==> src/rtl/test_axi_ram_pkg.sv <==
// Shared types and constants for the AXI4-to-test-RAM bridge.
package test_axi_ram_pkg;

    typedef enum logic [2:0] {
        IDLE,
        WDATA,
        WRESP,
        RREQ,
        RDATA
    } state_e;

    localparam logic [1:0] BURST_FIXED = 2'b00;
    localparam logic [1:0] BURST_INCR  = 2'b01;
    localparam logic [1:0] BURST_WRAP  = 2'b10;

    localparam logic [1:0] RESP_OKAY   = 2'b00;
    localparam logic [1:0] RESP_SLVERR = 2'b10;

    localparam int BEAT_BYTES = 8;

endpackage

==> src/rtl/axi_burst_addr_gen.sv <==
// Beat address/counter for one AXI burst: FIXED holds the address, every other
// burst type steps by one 8-byte beat.
module axi_burst_addr_gen
    import test_axi_ram_pkg::*;
#(
    parameter int ADDR_WIDTH = 64
) (
    input  logic                  clk_i,
    input  logic                  rst_i,
    input  logic                  load_i,
    input  logic [ADDR_WIDTH-1:0] addr_i,
    input  logic [7:0]            len_i,
    input  logic [1:0]            burst_i,
    input  logic                  step_i,
    output logic [ADDR_WIDTH-1:0] addr_o,
    output logic                  last_o
);
    logic [ADDR_WIDTH-1:0] addr_q, addr_d;
    logic [7:0]            len_q, len_d;
    logic [7:0]            cnt_q, cnt_d;
    logic                  fixed_q, fixed_d;

    always_comb begin
        // NOTE: every variable gets its hold value first so no path leaves it unassigned (no latch).
        addr_d  = addr_q;
        len_d   = len_q;
        cnt_d   = cnt_q;
        fixed_d = fixed_q;
        if (load_i) begin
            addr_d  = addr_i & ~ADDR_WIDTH'(BEAT_BYTES - 1);
            len_d   = len_i;
            cnt_d   = '0;
            fixed_d = (burst_i == BURST_FIXED);
        end else if (step_i) begin
            cnt_d = cnt_q + 8'd1;
            if (!fixed_q) begin
                addr_d = addr_q + ADDR_WIDTH'(BEAT_BYTES);
            end
        end
    end

    // NOTE: state registers use non-blocking assignments so every flop samples pre-edge values.
    always_ff @(posedge clk_i or posedge rst_i) begin
        if (rst_i) begin
            addr_q  <= '0;
            len_q   <= '0;
            cnt_q   <= '0;
            fixed_q <= 1'b0;
        end else begin
            addr_q  <= addr_d;
            len_q   <= len_d;
            cnt_q   <= cnt_d;
            fixed_q <= fixed_d;
        end
    end

    assign addr_o = addr_q;
    assign last_o = (cnt_q == len_q);

endmodule

==> config.mk <==
export PLATFORM = sky130hd
export DESIGN_NAME = axi_burst_addr_gen
export DESIGN_NICKNAME = d
export VERILOG_FILES = /design/src/rtl/test_axi_ram_pkg.sv /design/src/rtl/axi_burst_addr_gen.sv
export SDC_FILE = /design/constraint.sdc
export NUM_CORES = 1
export LEC_CHECK = 0
export CAP_MARGIN = 20
export CORE_MARGIN = 2
export CORE_UTILIZATION = 50
export DETAILED_ROUTE_END_ITERATION = 10
export DONT_BUFFER_PORTS = 1
export PLACE_DENSITY = 0.61
export SLEW_MARGIN = 40
export SYNTH_ARGS = -nofsm -noshare
export SYNTH_HDL_FRONTEND = slang
export SYNTH_SLANG_ARGS = --single-unit
==> constraint.sdc <==
create_clock -name clk_i -period 2.5 [get_ports clk_i]
set_input_delay 0 -clock clk_i [delete_from_list [all_inputs] [get_ports clk_i]]
set_output_delay 0 -clock clk_i [all_outputs]
set_load 0.02 [all_outputs]
; Word-level counts from Yosys, hierarchy flattened
; Index checks and enable logic that the tools add are counted.
[totals]
register_bits = 81
rom_bits = 0
word_cells = 16
inputBits = 78
ram_bits = 0
mem_count = 0
latchBits = 0
[classes]
div_mod_pow = 0
n_mux = 5
n_reduce_logical = 3
shift = 0
bitwise_logic = 0
mul = 0
n_addsub = 2
n_eq_ne = 2
order_cmp = 0
[op_table]
columns = cell, n
row1 = 2-to-1 mux 64 bit, 3
row2 = "adder 64 x 4 -> 64 bit, second input constant", 1
row3 = 2-to-1 mux 8 bit, 2
row4 = "adder 8 x 1 -> 8 bit, second input constant", 1
row5 = equality test 8 bit, 1
row6 = zero test 2 bit, 1
row7 = "!= test 2 bit, second input constant", 1
row8 = AND reduction 2 bit, 1
row9 = nonzero test 2 bit, 1

; Longest topological paths before layout
; Gate-level depths: netlist of run 1.
[depth]
depth_word = 4
mapped_depth = 7

; Worst setup path before layout of run 1
; Ideal clock, no wire load.
[synth_path]
path_kind = register to register
from = register addr_q[3] (netlist: addr_o[3])
to = register addr_q[51] (netlist: addr_o[51])
period_less_slack_ns = 2.099
slack_ns = 0.401
setup_time_ns = 0.069
t_arrival_ns = 2.030
n_path_buf = 1
path_stages_with_launch = 8
path_cell_list = dfrtp_1 ha_1 nand4b_1 nor4_4 nand3_2 buf_2 or4_1 nand3_1
[synth_between]
elab_chain_len = 4
[synth_rtl]
columns = element, line_no
row1 = from (decl), axi_burst_addr_gen.sv:18  ; logic [ADDR_WIDTH-1:0] addr_q, addr_d;
row2 = from (signal assigned), axi_burst_addr_gen.sv:50  ; addr_q <= addr_d;
row3 = adder 64 x 4 -> 64 bit, axi_burst_addr_gen.sv:37  ; addr_d = addr_q + ADDR_WIDTH'(BEAT_BYTES);
row4 = 2-to-1 mux 64 bit, axi_burst_addr_gen.sv:36  ; if (!fixed_q) begin
row5 = 2-to-1 mux 64 bit, axi_burst_addr_gen.sv:34  ; end else if (step_i) begin
row6 = 2-to-1 mux 64 bit, axi_burst_addr_gen.sv:29  ; if (load_i) begin
; Every way passes these cells. The select of a mux whose other input is x is not followed.
; A chain may end at the register's enable or synchronous reset.

; Final worst setup path of run 1
[layout_path]
from = register addr_q[4] (netlist: addr_o[4])
to = register addr_q[63] (netlist: addr_o[63])
; Same word-level chain as after synthesis.

==> results of run 1 <==
## registers in the layout, indices dropped and copies added, names as in the netlist
signal	count
fixed_q	1
len_q	8
cnt_q	8
addr_o	61
## worst max-delay path by stage
stage | slack, ns | from | cells after the start | endpoint
after floorplan | 0.40 | addr_o[3] | 7 | addr_o[51]
after global placement | 0.34 | addr_o[20] | 5 | addr_o[63]
after detailed placement | 0.27 | addr_o[3] | 6 | addr_o[63]
after CTS | 0.22 | addr_o[3] | 6 | addr_o[63]
after global routing | 0.1 | addr_o[33] | 5 | addr_o[55]
final | 0.17 | addr_o[4] | 6 | addr_o[63]
## logic make-up (layout without fill, tap and decap cells)
family	Yosys count	after routing	share of synthesized area [%]
and+or+nand+nor	234	234	29.2
AOI/OAI and AO/OA	89	89	11.8
DFF	78	78	43.7
xor gates and xnor gates	43	43	8.44
buffers and inverters	30	144	3.00
muxes	13	13	3.17
adders and majority gates	2	2	0.561
other	1	3	0.0840
## cell usage in the layout, fill, tap and decap left out, drive strengths merged, types with 23 or more instances in the layout
| cell | instances |
|---|---|
| nand4 | 34 |
| dfrtp | 78 |
| nand2 | 61 |
| a31oi | 23 |
| nor2 | 40 |
| xor2 | 27 |
| o21ai | 46 |
| dlygate4sd3 | 73 |
| nand3 | 25 |
| buf | 50 |
## report_power, final
part           switching (mW)  leakage (nW)  internal (mW)  total, mW
registers               0.165         0.932           1.37       1.53
clock network           0.502        0.0996          0.465      0.967
logic                   0.349          1.28          0.283      0.632
## final cells by class
class                           instances  area (µm²)  area share (%)
Multi-Input combinational cell        384        2380            41.0
Sequential cell                        78        1950            33.6
Timing Repair Buffer                  123        1130            19.4
Tap cell                              108         135            2.32
Clock buffer                            9         124            2.13
Clock inverter                          7        73.8            1.27
Inverter                                5        20.0           0.344
## per-layer routing
metal / global-route usage (%) / up-vias / share of wire [%]
li1: - / 2026 / -
met1: 35.4 / 2003 / 43
met2: 43.9 / 151 / 48
met3: 6.38 / 22 / 7.5
met4: 9.06 / 0 / 1.8
met5: 0 / - / 0
## through the flow
| step | total power, mW | hold WS [ns] | setup slack (ns) |
|---|---|---|---|
| after floorplan | 1.90 | 0.0863 | 0.401 |
| after global placement | 2.05 | -0.103 | 0.339 |
| after detailed placement | 2.06 | -0.106 | 0.270 |
| after CTS | 3.15 | 0.0226 | 0.222 |
| after global routing | 3.29 | 0.0436 | 0.0998 |
| final | 3.13 | 0.0350 | 0.174 |
## critical path, cell delays in order, from the launching register on
cell	delay [ns]
dfrtp_1	0.38
ha_1	0.29
nand4b_1	0.22
nor4_4	0.27
nand3_2	0.31
or4_1	0.57
a31oi_1	0.19
==> out/metrics.yaml, run 1 <==
place:
  dpl.hpwl_um: 8600
  dp_cells: 624
  portBuffers: 0
  placed_cell_area_um2: 4860
  place.gp.congestion: 0.850
global_routing:
  grt_pass1_vias: 4164
  grt_max_degree: 94
  gr-total-overflow: 0
  grt_pass1_wl_um: 20900
  grt_usage_pct: 26.9
  antenna_found_initial: 0
clocking:
  ctsResizeCount: 0
  cts.path.max_buffers: 2
  cts-root-buf: "clkbuf_8"
  cts_sinks: 78
  numCtsBuffers: 9
  htreeDepth: 3
  cts_tree: "built"
  cts_setup_buffers: 0
  path_clk_slew_ns: 0.09
  cts_hold_buf: 74
  clkLatencyLatePin_ns: 0.35
sta:
  drv_slew: 0
  finClkSkew_ns: 0.00936
  fmax_mhz: 430
  maxSlewHeadroom_pct: 56.7
  period_share_pct: 93.0
  hold_viol_final: 0
  min_period_ns: 2.33
  setup-violations-final: 0
  rsz0062_at_grt: "false"
  tns_ns: 0
  worstMarginPinSlew_ns: 0.649
layout:
  final-instance-count-excl-fill: 714
  diodes: 0
  drive_above_1_share_pct: 15.0
  fill_cells: 723
  syn_to_final_growth_pct: 30.3
  final_util_pct: 67.0
  design_area_um2: 5810
  fin_nets: 681
floorplan:
  ios: 143
  core_um2: 8680
  dieArea_um2: 9700
  std_cell_rows: 34
  die-width_um: 98.5
  die_h_um: 98.5
  start_util_pct: 51.4
yosys:
  synth_common_cells: "dfrtp_1 (78), nand2_1 (61), o21ai_0 (46), nor2_1 (40), nand4_1 (32)"
  synth_top_cell_area_share_pct: 43.7
  ys_ff_latch: 78
  netlist_top_cells_area: "dfrtp_1 (44%), xor2_1 (5.3%), o21ai_0 (5.2%)"
  synthArstFlopShare_pct: 100
  synth_cells: 490
  syn_avg_cell_area_um2: 9.11
  synth_ff_type: "dfrtp_1"
  synth_seq_area_share_pct: 43.7
  yosysMostFrequentCell: "dfrtp_1"
  yosysUniqueCellTypes: 43
  syn_area_um2: 4460
  yosysTopAreaCell: "dfrtp_1"
  synth-edff-count: 0
  synth_warnings: 0
setup_path:
  end_kind: "flip-flop"
  r2r-end: "addr_o[63]"
  r2r.worst_path.cells: 6
  critical_path_class: "reg -> reg"
  worstPathArrival_ns: 2.59
  cp_max_fo: 12
  startpoint_type: "flip-flop"
  r2r_start: "addr_o[4]"
  cp.required_ns: 2.77
  regToRegSetupSlack_ns: 0.17
status:
  status: "complete, no violations"
flow_run:
  cap_violations: 0
route:
  wl_per_cell_um: 18.0
  firstDrtPassIters: 4
  drt_iter0_drc: 227
  routed_wl_um: 12800
  ant_nets: 0
  vias_per_cell: 5.89
  drc_errors: 0
  num_vias: 4202
power_and_ir_drop:
  power_density_nw_per_um2: 539
  p_leak_nw: 2.31
  vdd_drop_max_uv: 263
min_path:
  min_from: "load_i"
  holdPathStages: 2
  whs_endpoint: "cnt_q[1]"
  hp-class: "in -> reg"
Note: power is estimated with default switching activity, not from simulation.
==> inputs of run 2 (changes only) <==
--- a/config.mk
+++ b/config.mk
@@ -5,12 +5,13 @@
 export SDC_FILE = /design/constraint.sdc
 export NUM_CORES = 1
 export LEC_CHECK = 0
+export ABC_AREA = 1
 export CAP_MARGIN = 20
 export CORE_MARGIN = 2
-export CORE_UTILIZATION = 50
+export CORE_UTILIZATION = 65
 export DETAILED_ROUTE_END_ITERATION = 10
 export DONT_BUFFER_PORTS = 1
-export PLACE_DENSITY = 0.61
+export PLACE_DENSITY = 0.77
 export SLEW_MARGIN = 40
 export SYNTH_ARGS = -nofsm -noshare
 export SYNTH_HDL_FRONTEND = slang
==> run 2 against run 1 <==
Flip-flop and latch count is the same. Sequential share of layout area shrank 5.5 points. Final cell count grew 62%. Clock power grew 5%. Setup slack gained 0.16 ns. Sequential power grew 26%. Via count grew 65%. Critical endpoint is now addr_o[23]. Clock-buffer cell count grew 1. Largest power group unchanged.
==> out/metrics.yaml, run 2 <==
clocking:
  cts_setup_buffers: 0
  cts-root-buf: "clkbuf_8"
  numCtsBuffers: 9
  cts.path.max_buffers: 2
  cts_hold_buf: 80
  cts_tree: "built"
  path_clk_slew_ns: 0.10
  ctsResizeCount: 0
  clkLatencyLatePin_ns: 0.36
  htreeDepth: 3
  cts_sinks: 78
min_path:
  hp-class: "in -> reg"
global_routing:
  grt_usage_pct: 41.7
  grt_max_degree: 97
  gr-total-overflow: 0
  antenna_found_initial: 0
  grt_pass1_vias: 6601
  grt_pass1_wl_um: 32700
place:
  dp_cells: 1062
  place.gp.congestion: 0.926
  dp_slack_ns: 0.442
  portBuffers: 0
  dpl.hpwl_um: 13100
  placed_cell_area_um2: 5950
sta:
  timing.hold.ws_ns: 0.0187
  hold_viol_final: 0
  drv_slew: 0
  period_share_pct: 86.7
  min_period_ns: 2.17
  tns_ns: 0
  worstMarginPinSlew_ns: 0.725
  fmax_mhz: 461
  maxSlewHeadroom_pct: 51.7
  timing.final.ws_setup_ns: 0.333
  setup-violations-final: 0
  rsz0062_at_grt: "false"
  finClkSkew_ns: 0.0213
layout:
  syn_to_final_growth_pct: 18.4
  drive_above_1_share_pct: 5.43
  diodes: 0
  final_cell_mix: "nand2_1 (321), nor2_1 (164), inv_1 (117)"
  largest_reg_flops: 61
  final_util_pct: 79.4
  fin_nets: 1125
  design_area_um2: 6960
  final_common_cell: "nand2_1"
  final-instance-count-excl-fill: 1158
power_and_ir_drop:
  power_density_nw_per_um2: 555
  p_leak_nw: 3.45
  power_mw: 3.86
  vdd_drop_max_uv: 346
yosys:
  netlist_top_cells_area: "dfrtp_1 (33%), nand2_1 (21%), nor2_1 (10%)"
  yosysUniqueCellTypes: 32
  synth_top_cell_area_share_pct: 33.2
  syn_avg_cell_area_um2: 6.01
  synthArstFlopShare_pct: 100
  synth_warnings: 0
  synth_ff_type: "dfrtp_1"
  synth-edff-count: 0
  yosysMostFrequentCell: "nand2_1"
  syn_area_um2: 5880
  ys_ff_latch: 78
  synth_seq_area_share_pct: 33.2
  yosysTopAreaCell: "dfrtp_1"
  synth_common_cells: "nand2_1 (322), nor2_1 (164), inv_1 (118), dfrtp_1 (78), nand3_1 (78)"
  synth_cells: 978
floorplan:
  die_h_um: 99.1
  start_util_pct: 67.0
  core_um2: 8760
  dieArea_um2: 9820
  die-width_um: 99.1
  ios: 143
  std_cell_rows: 34
route:
  drt_iter0_drc: 580
  wl_per_cell_um: 17.6
  vias_per_cell: 5.99
  drc_errors: 0
  num_vias: 6935
  firstDrtPassIters: 7
  routed_wl_um: 20400
  ant_nets: 0
setup_path:
  worstPathArrival_ns: 2.41
  startpoint_type: "flip-flop"
  critPathTopFamily: "simple AND/OR/NAND/NOR gates"
  critical_path_class: "reg -> reg"
  slowest_delay_ns: 0.50
  cp_slowest_cell: "dfrtp_1"
  end_kind: "flip-flop"
  crit_buf_inv: 1
  cp.required_ns: 2.75
  crit_chain: "ha_1, nand2_2, nor2_8, nand3_1, nor2_1, nand2_1, nand2_1, nand3_1, o21ai_0, inv_1"
  cp_max_fo: 7
flow_run:
  cap_violations: 0
status:
  status: "complete, no violations"
[run 2: cell count changes in the layout (fill, tap and decap cells not counted), moves of 22 or more]
cell     before  now
nand2_1      61  321
xor2_1       27    2
a31oi_1      23    1
nor2_1       40  164
inv_1         3  117
nand3_1      22   78
buf_4        49    5
a21oi_1       2   48
[run 2: area by class of cell]
type / instances / area [µm²]
flip-flops and latches: 78 / 1950
repair buffers: 87 / 888
multi-input cells: 748 / 3330
clock inverters: 6 / 70.1
well taps: 108 / 135
clock buffers: 10 / 128
fillers: 621 / 1810
inverters: 121 / 455
[run 2: worst register-to-register path, stage by stage (launching register included)]
cell and delay, ns:
dfrtp_1 0.50, ha_1 0.23, nand2_2 0.11, nor2_8 0.17
nand3_1 0.19, nor2_1 0.40, nand2_1 0.12, nand2_1 0.08
nand3_1 0.07, o21ai_0 0.13, inv_1 0.06
[run 2: power breakdown]
group	internal (mW)	total, mW	leakage [nW]	switching [mW]
Sequential	1.43	1.93	0.949	0.501
Clock	0.470	1.02	0.101	0.546
Combinational	0.343	0.912	2.40	0.569
Total	2.24	3.86	3.45	1.62
[run 2: layer usage]
metal	vias to the layer above	global-route usage (%)	part of all wire [%]
li1	3190	-	-
met1	3134	53.1	38
met2	532	69.0	47
met3	79	9.79	12
met4	0	15.7	3.2
met5	-	0	0
[run 2: worst paths after layout]
path / cells past startpoint / endpoint / slack (ns) / start
setup / recovery: 10 / addr_o[23] / 0.33 / addr_o[3]
hold / removal: 3 / len_q[1] / 0.02 / load_i
setup reg to reg: 10 / addr_o[23] / 0.33 / addr_o[3]
hold reg to reg: 2 / len_q[5] / 0.51 / len_q[5]
max in group asynchronous: 3 / addr_o[32] / 1.65 / rst_i
min in group asynchronous: 2 / cnt_q[0] / 0.17 / rst_i
[run 2: logic make-up after synthesis]
logic type      share of synthesized area, %
buf+inv                                 10.3
flops                                   33.2
compound gates                          10.6
xor+xnor                               0.894
fa+ha+maj                              0.426
simple gates                            44.5
other cells                           0.0638
